## config.mk

```make
export PLATFORM = sky130hd
export DESIGN_NAME = snake_body_tracker
export DESIGN_NICKNAME = d
export VERILOG_FILES = /design/src/rtl/snake_body_tracker.sv
export SDC_FILE = /design/constraint.sdc
export NUM_CORES = 1
export LEC_CHECK = 0
export BUFFER_PORTS_ARGS = -buffer_cell sky130_fd_sc_hd__buf_2
export CORE_MARGIN = 1.5
export CORE_UTILIZATION = 49
export DETAILED_ROUTE_END_ITERATION = 8
export PLACE_DENSITY = 0.65
export SYNTH_ARGS = -nofsm -noshare
export SYNTH_HDL_FRONTEND = slang
export SYNTH_SLANG_ARGS = --single-unit
```

## constraint.sdc

```tcl
create_clock -name clk -period 10.1 [get_ports clk]
set_clock_uncertainty 0.2 [all_clocks]
set_input_delay 0.505 -clock clk [delete_from_list [all_inputs] [get_ports clk]]
set_output_delay 0.505 -clock clk [all_outputs]
set_load 0.05 [all_outputs]
```

## src/rtl/snake_body_tracker.sv

```systemverilog
// snake_body_tracker: advances the snake head on each game tick, keeps the body in a circular
// buffer, retires or keeps the tail (growth), and detects wall and self collision.
// Ports: clk, rst_n (async, active low), clk_divided (game tick, rising edge detected in clk domain),
//   dir (snake_pkg::direction), grow (food pulse), restart (leave DEAD);
//   head_x/head_y + head_new pulse, tail_x/tail_y + tail_erase pulse, length, collision (DEAD), busy.
// Build option: define SNAKE_WRAP_EN to wrap at the grid walls instead of dying.
package snake_pkg;
   typedef enum logic [1:0] {UP = 2'd0, DOWN = 2'd1, LEFT = 2'd2, RIGHT = 2'd3} direction;
endpackage

module snake_body_tracker
   import snake_pkg::*;
#(
   parameter int GRID_W   = 32,
   parameter int GRID_H   = 24,
   parameter int MAX_LEN  = 64,
   parameter int INIT_LEN = 3,
   parameter int START_X  = 16,
   parameter int START_Y  = 12,
   localparam int XW = $clog2(GRID_W),
   localparam int YW = $clog2(GRID_H),
   localparam int LW = $clog2(MAX_LEN + 1),
   localparam int PW = (MAX_LEN > 1) ? $clog2(MAX_LEN) : 1
) (
   input  logic          clk,
   input  logic          rst_n,
   input  logic          clk_divided,
   input  logic [1:0]    dir,
   input  logic          grow,
   input  logic          restart,
   output logic [XW-1:0] head_x,
   output logic [YW-1:0] head_y,
   output logic          head_new,
   output logic [XW-1:0] tail_x,
   output logic [YW-1:0] tail_y,
   output logic          tail_erase,
   output logic [LW-1:0] length,
   output logic          collision,
   output logic          busy
);
   typedef enum logic [2:0] {S_INIT, S_WAIT, S_MOVE, S_SCAN, S_DEAD} state_t;
   state_t state, state_nx;
   logic [XW-1:0] body_x [MAX_LEN];
   logic [YW-1:0] body_y [MAX_LEN];
   logic [PW-1:0] wr_ptr, rd_ptr, scan_ptr, init_cnt, wr_nx, mem_wa;
   logic [LW-1:0] scan_cnt;
   logic [1:0]    last_dir, eff_dir;
   logic [XW-1:0] nx, mem_wx;
   logic [YW-1:0] ny, mem_wy;
   logic          clk_div_prev, tick, tick_pend, grow_pend, wall_hit, hit, can_grow, mem_we;

   function automatic logic [PW-1:0] inc(input logic [PW-1:0] p);
      return (p == PW'(MAX_LEN - 1)) ? '0 : p + 1'b1;
   endfunction

   assign tick      = clk_divided & ~clk_div_prev;
   assign collision = (state == S_DEAD);
   assign busy      = (state == S_INIT) || (state == S_MOVE) || (state == S_SCAN);
   assign wr_nx     = inc(wr_ptr);
   assign hit       = (body_x[scan_ptr] == head_x) && (body_y[scan_ptr] == head_y);
   assign can_grow  = grow_pend && (length < LW'(MAX_LEN));
   // INIT lays the body out vertically below the head, oldest (lowest) segment first
   assign mem_we    = (state == S_INIT) || ((state == S_MOVE) && !wall_hit);
   assign mem_wa    = (state == S_INIT) ? init_cnt : wr_nx;
   assign mem_wx    = (state == S_INIT) ? XW'(START_X) : nx;
   assign mem_wy    = (state == S_INIT) ? YW'(START_Y + INIT_LEN - 1) - YW'(init_cnt) : ny;

   always_comb begin
      // directions differing only in bit 0 are opposites (UP/DOWN, LEFT/RIGHT)
      eff_dir = ((dir ^ last_dir) == 2'b01) ? last_dir : dir;
      nx = (eff_dir == LEFT)  ? ((head_x == '0) ? XW'(GRID_W - 1) : head_x - 1'b1) :
           (eff_dir == RIGHT) ? ((head_x == XW'(GRID_W - 1)) ? '0 : head_x + 1'b1) : head_x;
      ny = (eff_dir == UP)    ? ((head_y == '0) ? YW'(GRID_H - 1) : head_y - 1'b1) :
           (eff_dir == DOWN)  ? ((head_y == YW'(GRID_H - 1)) ? '0 : head_y + 1'b1) : head_y;
`ifdef SNAKE_WRAP_EN
      wall_hit = 1'b0;
`else
      wall_hit = ((eff_dir == UP)    && (head_y == '0))               ||
                 ((eff_dir == DOWN)  && (head_y == YW'(GRID_H - 1)))  ||
                 ((eff_dir == LEFT)  && (head_x == '0))               ||
                 ((eff_dir == RIGHT) && (head_x == XW'(GRID_W - 1)));
`endif
   end

   always_ff @(posedge clk or negedge rst_n) begin
      if (!rst_n) state <= S_INIT;
      else        state <= state_nx;
   end

   always_comb begin
      state_nx = state;
      case (state)
         S_INIT:  if (init_cnt == PW'(INIT_LEN - 1)) state_nx = S_WAIT;
         S_WAIT:  if (tick || tick_pend) state_nx = S_MOVE;
         S_MOVE:  state_nx = wall_hit ? S_DEAD : S_SCAN;
         S_SCAN:  state_nx = hit ? S_DEAD : (scan_cnt == LW'(1)) ? S_WAIT : S_SCAN;
         S_DEAD:  if (restart) state_nx = S_INIT;
         default: state_nx = S_INIT;
      endcase
   end

   always_ff @(posedge clk) begin
      if (mem_we) begin
         body_x[mem_wa] <= mem_wx;
         body_y[mem_wa] <= mem_wy;
      end
   end

   always_ff @(posedge clk or negedge rst_n) begin
      if (!rst_n) begin
         clk_div_prev <= 1'b0;
         head_x       <= XW'(START_X);
         head_y       <= YW'(START_Y);
         tail_x       <= '0;
         tail_y       <= '0;
         head_new     <= 1'b0;
         tail_erase   <= 1'b0;
         length       <= LW'(INIT_LEN);
         last_dir     <= UP;
         wr_ptr       <= PW'(INIT_LEN - 1);
         rd_ptr       <= '0;
         scan_ptr     <= '0;
         scan_cnt     <= '0;
         init_cnt     <= '0;
         grow_pend    <= 1'b0;
         tick_pend    <= 1'b0;
      end else begin
         clk_div_prev <= clk_divided;
         head_new     <= 1'b0;
         tail_erase   <= 1'b0;
         if (tick && (state != S_WAIT) && (state != S_DEAD)) tick_pend <= 1'b1;
         if (grow && (state != S_DEAD)) grow_pend <= 1'b1;
         case (state)
            S_INIT: init_cnt <= init_cnt + 1'b1;
            S_WAIT: tick_pend <= 1'b0;
            S_MOVE: begin
               last_dir  <= eff_dir;
               grow_pend <= grow;
               if (!wall_hit) begin
                  head_x   <= nx;
                  head_y   <= ny;
                  wr_ptr   <= wr_nx;
                  head_new <= 1'b1;
                  if (can_grow) begin
                     length   <= length + 1'b1;
                     scan_ptr <= rd_ptr;
                     scan_cnt <= length;
                  end else begin
                     tail_x     <= body_x[rd_ptr];
                     tail_y     <= body_y[rd_ptr];
                     tail_erase <= 1'b1;
                     rd_ptr     <= inc(rd_ptr);
                     scan_ptr   <= inc(rd_ptr);
                     scan_cnt   <= length - 1'b1;
                  end
               end
            end
            S_SCAN: begin
               scan_ptr <= inc(scan_ptr);
               scan_cnt <= scan_cnt - 1'b1;
            end
            S_DEAD: begin
               if (restart) begin
                  head_x    <= XW'(START_X);
                  head_y    <= YW'(START_Y);
                  length    <= LW'(INIT_LEN);
                  last_dir  <= UP;
                  wr_ptr    <= PW'(INIT_LEN - 1);
                  rd_ptr    <= '0;
                  init_cnt  <= '0;
                  grow_pend <= 1'b0;
                  tick_pend <= 1'b0;
               end
            end
            default: ;
         endcase
      end
   end
endmodule

```

==> flow_summary.json <==
{
  "status": "completed",
  "initial_core_util_pct": 49.5,
  "htree_levels": 3,
  "worstSetupPathType": "flop to flop",
  "design_area_um2": 37400,
  "ys_seq_elements": 708,
  "netlist.area_leader.share_pct": 56.5,
  "crit_family": "simple AND/OR/NAND/NOR gates",
  "max_cap_violations": 0,
  "cp.required_ns": 10.14,
  "end_kind": "flop",
  "worstMarginPinSlew_ns": 1.18,
  "diodes": 0,
  "wl_per_cell_um": 34.0,
  "cts.path.max_buffers": 3,
  "netlist_area_um2": 34000,
  "cp_cell_sequence": "xnor2_1, mux2i_1, mux2_2, a2111o_1, buf_4, inv_2, a22o_1, nand3_1, nor2_1",
  "critPathLaunchType": "flop",
  "max_freq_mhz": 172,
  "die-area_um2": 71000,
  "gr-total-overflow": 0,
  "cts_resized": 0,
  "ir_drop_mv": 0.296,
  "p_total_w": 0.0129,
  "hold_class": "input port to flop",
  "ant_nets": 0,
  "routed_via_density": 6.88,
  "whs_ns": 0.186,
  "layout.nets": 2004,
  "post-route-min-period_ns": 5.82,
  "grt_pass1_wl_um": 146000,
  "synth_area_per_cell_um2": 17.2,
  "grt_max_degree": 91,
  "synth_cell_type_count": 65,
  "cts_hold_buf": 4,
  "num_rows": 96,
  "numCtsBuffers": 74,
  "p_per_area_nw_per_um2": 345,
  "fin_crit_sh_pct": 57.6,
  "slowest_delay_ns": 1.10,
  "vias": 20500,
  "most-common-layout-cells": "640 x edfxtp_1, 337 x mux4_2, 154 x nor2_1",
  "io_pins": 38,
  "r2r-end": "body_y[34][3]$_DFFE_PP_",
  "synth-main-ff-cell": "edfxtp_1",
  "portBuffers": 37,
  "post-cts-setup-buffers": 0,
  "drive_above_1_share_pct": 27.5,
  "cts.sinks": 708,
  "yosys.area.top_type": "edfxtp_1",
  "clk_pin_slew_ns": 0.06,
  "critical_path_depth": 9,
  "cts-root-buf": "clkbuf_16",
  "placed_area_um2": 35100,
  "core_um2": 68700,
  "final_hold_viol_count": 0,
  "post-route-util_pct": 54.4,
  "ff2ff_setup_slack_ns": 4.28,
  "crit_fanout": 28,
  "layout_commonest_cell": "edfxtp_1",
  "finalWirelength_um": 101000,
  "crit_path_start": "last_dir[1]$_DFFE_PN0P_",
  "reg2reg_depth": 9,
  "async_flop_share_pct": 9.60,
  "syn_inst": 1974,
  "fill_cells": 5345,
  "drtPass1Iterations": 5,
  "syn-num-nets": 1995,
  "die_h_um": 267,
  "fin_setup_tns_ns": 0,
  "drv_slew": 0,
  "cp_num_buf_inv": 2,
  "crit_end": "body_y[34][3]$_DFFE_PP_",
  "fp.dieW_um": 267,
  "synth_edf_count": 640,
  "synth_top_cells_by_area": "edfxtp_1 56%, mux4_2 22%, dfrtp_1 4.6%",
  "dp_hpwl_um": 65100,
  "cp_data_arrival_time_ns": 5.86,
  "gp_congestion": 0.916,
  "areaGrowthSynthToFinish_pct": 9.85,
  "cts_tree": "built",
  "rsz0062_at_grt": "false",
  "yosys_warnings": 0,
  "clk_latency_ns": 0.64,
  "p_leak_nw": 12.0,
  "drt_iter0_markers": 2723,
  "setup_viol": 0,
  "maxSlewHeadroom_pct": 20.9,
  "antenna_found_initial": 5,
  "grt_pass1_vias": 20200,
  "ys_seq_area_share_pct": 61.5,
  "reg2reg_from": "last_dir[1]$_DFFE_PN0P_",
  "cpMaxStageDelayCell": "nor2_1",
  "grtUsageTotal_pct": 29.1,
  "drc": 0
}
[metrics by stage]
| step | setup WS, ns | cells |
|---|---|---|
| floorplan | 4.77 | 1974 |
| global placement | 4.32 | 2834 |
| detailed placement | 4.06 | 2834 |
| CTS | 4.46 | 2972 |
| global route | 4.26 | 2972 |
| finish | 4.28 | 2972 |
[where the power goes]
group | internal (W) | switching [W]
registers | 0.00420 | 0.000438
logic | 0.00196 | 0.00369
clock network | 0.00144 | 0.00117
total | 0.00760 | 0.00530
[synthesized netlist by cell type, drive strengths merged (5+ instances only)]
cell type / count
nor2b: 15
nor4: 5
a22o: 5
buf: 81
o31ai: 12
o22a: 5
inv: 24
mux4: 340
nand2: 100
nand2b: 7
clkbuf: 58
and3: 10
nand3b: 5
o22ai: 20
mux2i: 72
a221oi: 10
xnor2: 18
a22oi: 16
edfxtp: 640
nand4: 7
a211oi: 15
nand3: 38
or3: 6
a31oi: 21
xor2: 11
a21oi: 59
nor3: 21
mux2: 12
ha: 14
o21ai: 48
dfstp: 6
and2: 6
dfrtp: 62
o221ai: 14
nor2: 157
[worst register-to-register path: stages, from the launching register on]
cell,delay [ns]
dfrtp_1,0.39
xnor2_1,0.24
mux2i_1,0.87
mux2_2,0.44
a2111o_1,0.40
buf_4,0.24
inv_2,0.39
a22o_1,0.30
nand3_1,0.85
nor2_1,1.11
[logic make-up (layout without fill, tap and decap cells)]
logic type | Yosys count | in the layout | synth area share (%)
buffers and inverters | 163 | 230 | 2.32
flip-flops | 708 | 708 | 61.5
AO/OA/AOI/OAI | 252 | 252 | 4.87
adder cells (fa/ha/maj) | 14 | 14 | 0.515
multiplexers | 424 | 424 | 25.1
XOR/XNOR | 29 | 29 | 0.746
AND/OR/NAND/NOR | 384 | 384 | 5.00
[registers in the layout (all words and copies together) (netlist names)]
register	cells
body_y	320
length	7
head_new	1
scan_cnt	7
body_x	320
wr_ptr	6
scan_ptr	6
clk_div_prev	1
tail_y	5
head_x	5
last_dir	2
init_cnt	6
tail_erase	1
tick_pend	1
head_y	5
tail_x	5
state	3
rd_ptr	6
grow_pend	1
[routing by layer]
metal  GRT usage (%)  vias to the layer above  wire, µm
met5               0                        -        66
met4            13.7                        8      5020
met3            7.63                      229     11600
met2            44.2                     1353     46700
met1            39.5                    10700     37600
li1                -                     8206         -
[worst min path at each step]
| stage | start | to | slack, ns | depth (start not counted) |
|---|---|---|---|---|
| final | dir[1] | head_y[0]$_DFFE_PN0P_ | 0.19 | 2 |
| after global routing | dir[1] | head_y[0]$_DFFE_PN0P_ | 0.20 | 2 |
| after CTS | dir[1] | head_y[0]$_DFFE_PN0P_ | 0.14 | 2 |
| after detailed placement | tail_x[1]$_DFFE_PN0P_ | tail_x[1]$_DFFE_PN0P_ | 0.30 | 1 |
| after global placement | tail_y[0]$_DFFE_PN0P_ | tail_y[0]$_DFFE_PN0P_ | 0.28 | 1 |
| after floorplan | rst_n | clk_div_prev$_DFF_PN0_ | 0.009 | 0 |
[area by class of cell]
| class | count | area (µm²) | share of cell area, % |
|---|---|---|---|
| multi-input cells | 1103 | 12400 | 33.2 |
| repair buffers | 72 | 485 | 1.30 |
| flip-flops and latches | 708 | 20900 | 56.0 |
| clock buffers | 86 | 1940 | 5.19 |
| well taps | 931 | 1160 | 3.12 |
| clock inverters | 48 | 342 | 0.914 |
| inverters | 24 | 91.3 | 0.244 |
Note: power is estimated with default switching activity, not from simulation.
